**config.mk**
```make
export PLATFORM = sky130hd
export DESIGN_NAME = mem_port_arbiter
export DESIGN_NICKNAME = d
export VERILOG_FILES = /design/src/rtl/mem_port_arbiter.sv
export SDC_FILE = /design/constraint.sdc
export NUM_CORES = 1
export LEC_CHECK = 0
export ABC_AREA = 1
export CAP_MARGIN = 20
export CORE_MARGIN = 2
export CORE_UTILIZATION = 42
export DETAILED_ROUTE_END_ITERATION = 12
export PLACE_DENSITY = 0.81
export REMOVE_ABC_BUFFERS = 1
export SYNTH_ARGS = -nofsm -noshare
export SYNTH_HDL_FRONTEND = slang
export SYNTH_SLANG_ARGS = --single-unit
```
**constraint.sdc**
```tcl
create_clock -name clk -period 1.6 [get_ports clk]
set_clock_uncertainty 0.2 [all_clocks]
set_input_delay 0.16 -clock clk [delete_from_list [all_inputs] [get_ports clk]]
set_output_delay 0.16 -clock clk [all_outputs]
set_load 0.01 [all_outputs]
```
**src/rtl/mem_port_arbiter.sv**
```systemverilog
`default_nettype none
// +-----------------------------------------------------------------------------+
// | mem_port_arbiter: shares one memory port between fetch (I) and M stage (D)  |
// | Rev 1.0                                                                     |
// +-----------------------------------------------------------------------------+
module mem_port_arbiter #(
  parameter int AW = 32,
  parameter int DW = 32
) (
  input  logic            clk,
  input  logic            reset_n,
  input  logic            IReq,
  input  logic [AW-1:0]   IAddr,
  output logic [DW-1:0]   IRData,
  input  logic            DReq,
  input  logic            DWe,
  input  logic [AW-1:0]   DAddr,
  input  logic [DW-1:0]   DWData,
  input  logic [DW/8-1:0] DBe,
  output logic [DW-1:0]   DRData,
  output logic            StallMem,
  output logic            MemReq,
  output logic            MemWe,
  output logic [AW-1:0]   MemAddr,
  output logic [DW-1:0]   MemWData,
  output logic [DW/8-1:0] MemBe,
  input  logic            MemAck,
  input  logic [DW-1:0]   MemRData
);

  typedef enum logic [1:0] {
    IDLE   = 2'd0,
    D_BUSY = 2'd1,
    I_BUSY = 2'd2
  } state_t;

  state_t r_state;
  state_t w_state_nxt;
  logic   r_idone;
  logic   r_ddone;
  logic   w_pend_d;
  logic   w_pend_i;
  logic   w_step_end;
  logic   w_load_d;
  logic   w_load_i;
  logic   w_set_d;
  logic   w_set_i;
  logic   w_cap_d;
  logic   w_cap_i;

  assign w_pend_d   = DReq & ~r_ddone;
  assign w_pend_i   = IReq & ~r_idone;
  assign StallMem   = w_pend_d | w_pend_i;
  // With nothing pending the step is over; IDLE then has nothing to arbitrate.
  assign w_step_end = ~StallMem;

  always_comb begin
    w_state_nxt = r_state;
    w_load_d    = 1'b0;
    w_load_i    = 1'b0;
    w_set_d     = 1'b0;
    w_set_i     = 1'b0;
    w_cap_d     = 1'b0;
    w_cap_i     = 1'b0;
    case (r_state)
      IDLE: begin
        if (w_pend_d) begin
          w_load_d    = 1'b1;
          w_state_nxt = D_BUSY;
        end else if (w_pend_i) begin
          w_load_i    = 1'b1;
          w_state_nxt = I_BUSY;
        end
      end
      D_BUSY: begin
        if (MemAck) begin
          w_set_d = 1'b1;
          w_cap_d = ~MemWe;
          // Chain straight into the fetch so no idle cycle separates the two.
          if (w_pend_i) begin
            w_load_i    = 1'b1;
            w_state_nxt = I_BUSY;
          end else begin
            w_state_nxt = IDLE;
          end
        end
      end
      I_BUSY: begin
        if (MemAck) begin
          w_set_i     = 1'b1;
          w_cap_i     = 1'b1;
          w_state_nxt = IDLE;
        end
      end
      default: w_state_nxt = IDLE;
    endcase
  end

  always_ff @(posedge clk or negedge reset_n) begin
    if (!reset_n) begin
      r_state <= IDLE;
      r_idone <= 1'b0;
      r_ddone <= 1'b0;
    end else begin
      r_state <= w_state_nxt;
      if (w_set_d)         r_ddone <= 1'b1;
      else if (w_step_end) r_ddone <= 1'b0;
      if (w_set_i)         r_idone <= 1'b1;
      else if (w_step_end) r_idone <= 1'b0;
    end
  end

  always_ff @(posedge clk or negedge reset_n) begin
    if (!reset_n) begin
      MemReq   <= 1'b0;
      MemWe    <= 1'b0;
      MemAddr  <= '0;
      MemWData <= '0;
      MemBe    <= '0;
    end else begin
      MemReq <= (w_state_nxt != IDLE);
      if (w_load_d) begin
        MemWe    <= DWe;
        MemAddr  <= DAddr;
        MemWData <= DWData;
        MemBe    <= DWe ? DBe : '1;
      end else if (w_load_i) begin
        MemWe   <= 1'b0;
        MemAddr <= IAddr;
        MemBe   <= '1;
      end
    end
  end

  always_ff @(posedge clk or negedge reset_n) begin
    if (!reset_n) begin
      IRData <= '0;
      DRData <= '0;
    end else begin
      if (w_cap_i) IRData <= MemRData;
      if (w_cap_d) DRData <= MemRData;
    end
  end

endmodule
`default_nettype wire

```
Yosys cells after proc, flatten, opt, wreduce, memory -nomap -nowiden

Index checks and enable logic that the tools add are counted.

Add/sub/neg operators: 0
Multipliers: 0
Div/mod/pow operators: 0
Order comparisons: 0
Equal/unequal tests: 4
Shifts and indexed selects: 0
Muxes and demuxes: 27
Bitwise operators: 6
Reduce and logical (&&, ||, !) cells: 3

Operators by type and width:

| cell                                           | number |
|---|---|
| two-way mux 32 bit                             | 2 |
| two-way mux 1 bit                              | 15 |
| two-way mux 4 bit                              | 3 |
| two-way mux 2 bit                              | 5 |
| case mux 2 bit (3 select lines)                | 1 |
| != test 2 x 1 -> 1 bit (second input constant) | 2 |
| nonzero test 2 bit                             | 2 |
| NOT 1 bit                                      | 3 |
| bitwise AND 1 bit                              | 2 |
| == test 2 x 1 -> 1 bit (second input constant) | 1 |
| == test 2 bit (second input constant)          | 1 |
| zero test 2 bit                                | 1 |
| case mux 1 bit (2 select lines)                | 1 |
| bitwise OR 1 bit                               | 1 |

Register bits: 138
Bits in latches: 0
RAM bits: 0
Bits in read-only memories: 0
Bits of input ports: 138
Logic and storage cells: 50
Memories: 0

Logic depth before layout (Yosys ltp)

Depth in word-level cells: 7
Gate-level depth with buffers: 9

Least setup slack after synthesis

No wires, ideal clock.

Path kind: register -> register
Start point: register r_state[1]
End point: register DRData[23]
Setup time: 0.118 ns
Arrival: 1.128 ns
Setup slack: 0.155 ns
Cell stages (with the launch flop): 8
Path buffers: 2
Clock period less this slack: 1.445 ns
Cells stage by stage: dfrtp_1 inv_2 nand3_2 or2_1 buf_6 buf_6 nand2_1 o21ai_2

Cells in the longest elaborated chain, start to end: 2

Ends and longest elaborated chain:

| what                   | line | text |
|---|---|---|
| from (decl)            | 37   | `state_t r_state;` |
| from (signal assigned) | 105  | `r_state <= w_state_nxt;` |
| == test 2 x 1 -> 1 bit | 65   | `case (r_state)` |
| two-way mux 1 bit      | 65   |  |
| to (signal assigned)   | 141  | `if (w_cap_d) DRData <= MemRData;` |
| to (decl)              | 20   | `output logic [DW-1:0] DRData,` |

Every way passes these cells.
A chain may end at the register's enable or synchronous reset.

Final worst setup path

Start point: register r_state[0]
End point: register MemAddr[23]

Cells in the longest elaborated chain, start to end: 3
Elaborated cells between the ends (all ways): 6
Those cells by class: eq/ne: 1; mux: 3; reduce/logical: 2

Ends and longest elaborated chain:

| what                                                                             | line | text |
|---|---|---|
| == test 2 x 1 -> 1 bit / zero test 2 bit (equally long branches)                 | 65   |  |
| case mux 1 bit (2 select lines) / two-way mux 1 bit (equally long branches)      | 65   |  |
| nonzero test 2 bit (no source line) / two-way mux 32 bit (equally long branches) | n/a  |  |
| to (signal assigned)                                                             | 124  | `MemAddr <= DAddr;` |
| to (signal assigned)                                                             | 129  | `MemAddr <= IAddr;` |
| to (decl)                                                                        | 24   | `output logic [AW-1:0] MemAddr,` |

Several ways; a longest one is shown, not always the timed one.

==> metrics.txt <==
Tcrit/Tclk final a little over nine tenths; Clk Latency, worst-skew pair 0.41 ns; largest area contributor in the netlist dfrtp_1; Die Area 15000 um2; sw frac 37.5%; deepest clock path buffer count 2; run status complete, no violations; Setup TNS Final 0 ns; Initial Util 42.8%; number of nets with antenna violations after routing 0; via count between 5000 and 6000; Worst Path Arrival ~1.7 ns; Seq pwr share 32.8%; GRT overflow 0; CTS buffer count 17; Critical Path Sink MemAddr[23]$_DFFE_PN0P_; # DRC 0; Worst Setup Path Type flip-flop to flip-flop; critical path depth 9; relative slew slack 82.5%; final instance area 9750 um2; critical path peak fanout 16; Final Util between 70% and 80%; power consumption 18.4 mW; hpwl dp 12.6 mm; synthesized instance count 681; Total Nets Final 1121; placed instance count 1125; Total Routing Usage GR around a quarter; RR Startpoint r_state[0]$_DFF_PN0_; Area contributors post-synth dfrtp_1 (58%), nand2_1 (22%), o21ai_2 (4.7%); clock sink total approximately 140; combinational share of power a little under half; Die Height 123 um; Net Sw Power between 6 and 7 mW; worst r2r dst MemAddr[23]$_DFFE_PN0P_; clock-pin slew on the worst setup and hold paths about 0.060 ns; First DRT Iteration DRCs about 280; Critical Path Start Type flip-flop; Leak 5.20 nW; crit path buf inv count 3; synth-to-layout area growth 64.8%; worst setup path start r_state[0]$_DFF_PN0_; clock root buffer clkbuf_16; chip width about 120 um; most used cell, CP nand2_1; Max Transition Viols Final 0; delay-heaviest family, CP flip-flops; CP max stage cell dfrtp_2; hold_ws 0.0795 ns; Fin. Hold Viols 0; setup ws final around 0.036 ns; H-tree depth 4; IO buf count 272; crit path capture type flip-flop; vias in the first global route ~5300; Finish-stage setup viols 0; CP Data Required Time 1.75 ns; Placed Instance Area 8970 um2; Synth Register Bits about 140; non-filler cells, final 1176; post-synth cell types 18; Max stage delay on crit path around 0.44 ns; largest net degree at the start of global routing between 40 and 50; dpl ws -0.194 ns; first-pass GRT wire length 27.2 mm; area fraction of the dominant cell type after synthesis 58.4%; Vias per Instance 4.74; P_int between 10 and 15 mW; Max rail drop VDD 0.773 mV; ANT cells 0; Reg2Reg Setup Slack around 0.036 ns; Worst Max-Slew Pin Slew around 0.26 ns; cell row count 43; Pre-antenna DRT Iters 5; register area share after synthesis 58.4%; crit path time final between 1.5 and 2 ns; Filler cells 1109; RePlAce Congestion 0.793; Syn Area/Cell just under 9 um2; share of post-route cells with drive strength above 1 13.2%; reg2reg path depth 9; Clk pwr share 21.8%; worst hold path type primary input to flip-flop; initial antenna violation count 0; unrepaired setup endpoints after global routing yes; Wirelength per Cell approximately 16 um; crit-path cells inv_2 > nand2_2 > nor2_4 > buf_12 > clkbuf_16 > nand2_1 > nand2_1 > nand2_1 > nand2_1; Max Clk Rate approximately 640 MHz; Routed WL 18.8 mm; Synth Warn # 0; synthesized cell area roughly 6000 um2; maximum capacitance violations 0; core box area ~14000 um2; Pwr Density roughly 1900 nW/um2; I/O pin cnt about 270; CTS tree done
[worst min-delay path by stage]
stage                           from                        to  slack [ns]  cells after the start
after detailed placement     reset_n   MemWData[4]$_DFFE_PN0P_       -0.16                      1
after CTS                 DWData[30]  MemWData[30]$_DFFE_PN0P_        0.06                      3
after floorplan              reset_n     DRData[0]$_DFFE_PN0P_       -0.34                      0
after global placement       reset_n   MemWData[4]$_DFFE_PN0P_       -0.16                      1
after global routing      DWData[16]  MemWData[16]$_DFFE_PN0P_        0.09                      3
final                     DWData[30]  MemWData[30]$_DFFE_PN0P_        0.08                      3
[routing by layer]
metal	up-vias	share of wire [%]	global-route usage (%)
li1	2715	-	-
met1	2569	40	27.2
met2	264	49	39.9
met3	30	9.2	7.99
met4	0	2.2	9.55
met5	-	0	0
[worst register-to-register path, delay by kind of cell (launching register included)]
family,cells,cell delay [ns]
buffers and inverters,3,0.43
AND/OR/NAND/NOR,6,0.43
flip-flops,1,0.44
[final cells by class]
class	instances	area, um2	share of cell area [%]
clock buffers	18	429	4.40
flip-flops and latches	138	3460	35.5
well taps	180	225	2.31
clock inverters	14	170	1.75
multi-input cells	464	2080	21.3
inverters	40	153	1.57
repair buffers	322	3230	33.2
[sequential cells by signal, summed over array words and instances, names as in the netlist]
| signal | count |
|---|---|
| MemBe | 4 |
| MemWe | 1 |
| MemReq | 1 |
| r_ddone | 1 |
| IRData | 32 |
| MemWData | 32 |
| r_idone | 1 |
| r_state | 2 |
| DRData | 32 |
| MemAddr | 32 |
[repair_timing]
item | 4_1_cts | 5_1_grt
resized for setup | 139 | 16
hold buffers | 2 | 0
setup endpoints to repair | 135 | 64
buffers inserted | 0 | 8
pin swaps | 1 | 2
gates cloned | 0 | 9
endpoints found under the hold margin | 138 | 0
[power groups by stage]
stage	clock [mW]	combinational (mW)	sequential, mW
finish	4.00	8.33	6.02
global route	4.24	9.18	6.19
CTS	4.05	7.65	5.99
detailed placement	0	8.71	6.06
global placement	0	8.51	6.01
floorplan	0	2.85	6.74
[cell usage in the layout, fill, tap and decap left out, types with 3 or more instances in the layout]
cell type        netlist  layout
dfrtp_1              138     136
buf_4                  6      25
buf_12                 0      12
nand3_1               41      40
clkinv_2               0       4
bufinv_16              0       3
clkbuf_16              0      25
o21ai_2               32      32
inv_2                  1       3
o21ai_0               33      33
clkinvlp_4             0       3
clkdlybuf4s50_1        0     136
inv_1                 39      36
dlygate4sd2_1          0     134
nor2_1                 6       4
nand2_1              344     342
buf_6                 12       4
[cell usage after synthesis]
cell,number
inv_2,1
nor2_1,6
nand3_1,41
clkbuf_1,3
nor2_2,2
nand2_1,344
nand4_1,1
nand3_4,1
o21ai_0,33
o21ai_2,32
nand2_2,2
inv_1,39
buf_4,6
buf_6,12
or2_1,1
dfrtp_1,138
nand3_2,1
buf_2,18
[kinds of logic (layout without fill, tap and decap cells)]
kind of cell / after synthesis / in the layout / synth area share, %
buffers and inverters: 79 / 394 / 7.30
AO/OA/AOI/OAI: 65 / 65 / 7.53
flip-flops: 138 / 138 / 58.4
AND/OR/NAND/NOR: 399 / 399 / 26.8
No activity file was read; power rests on OpenSTA's default activity.
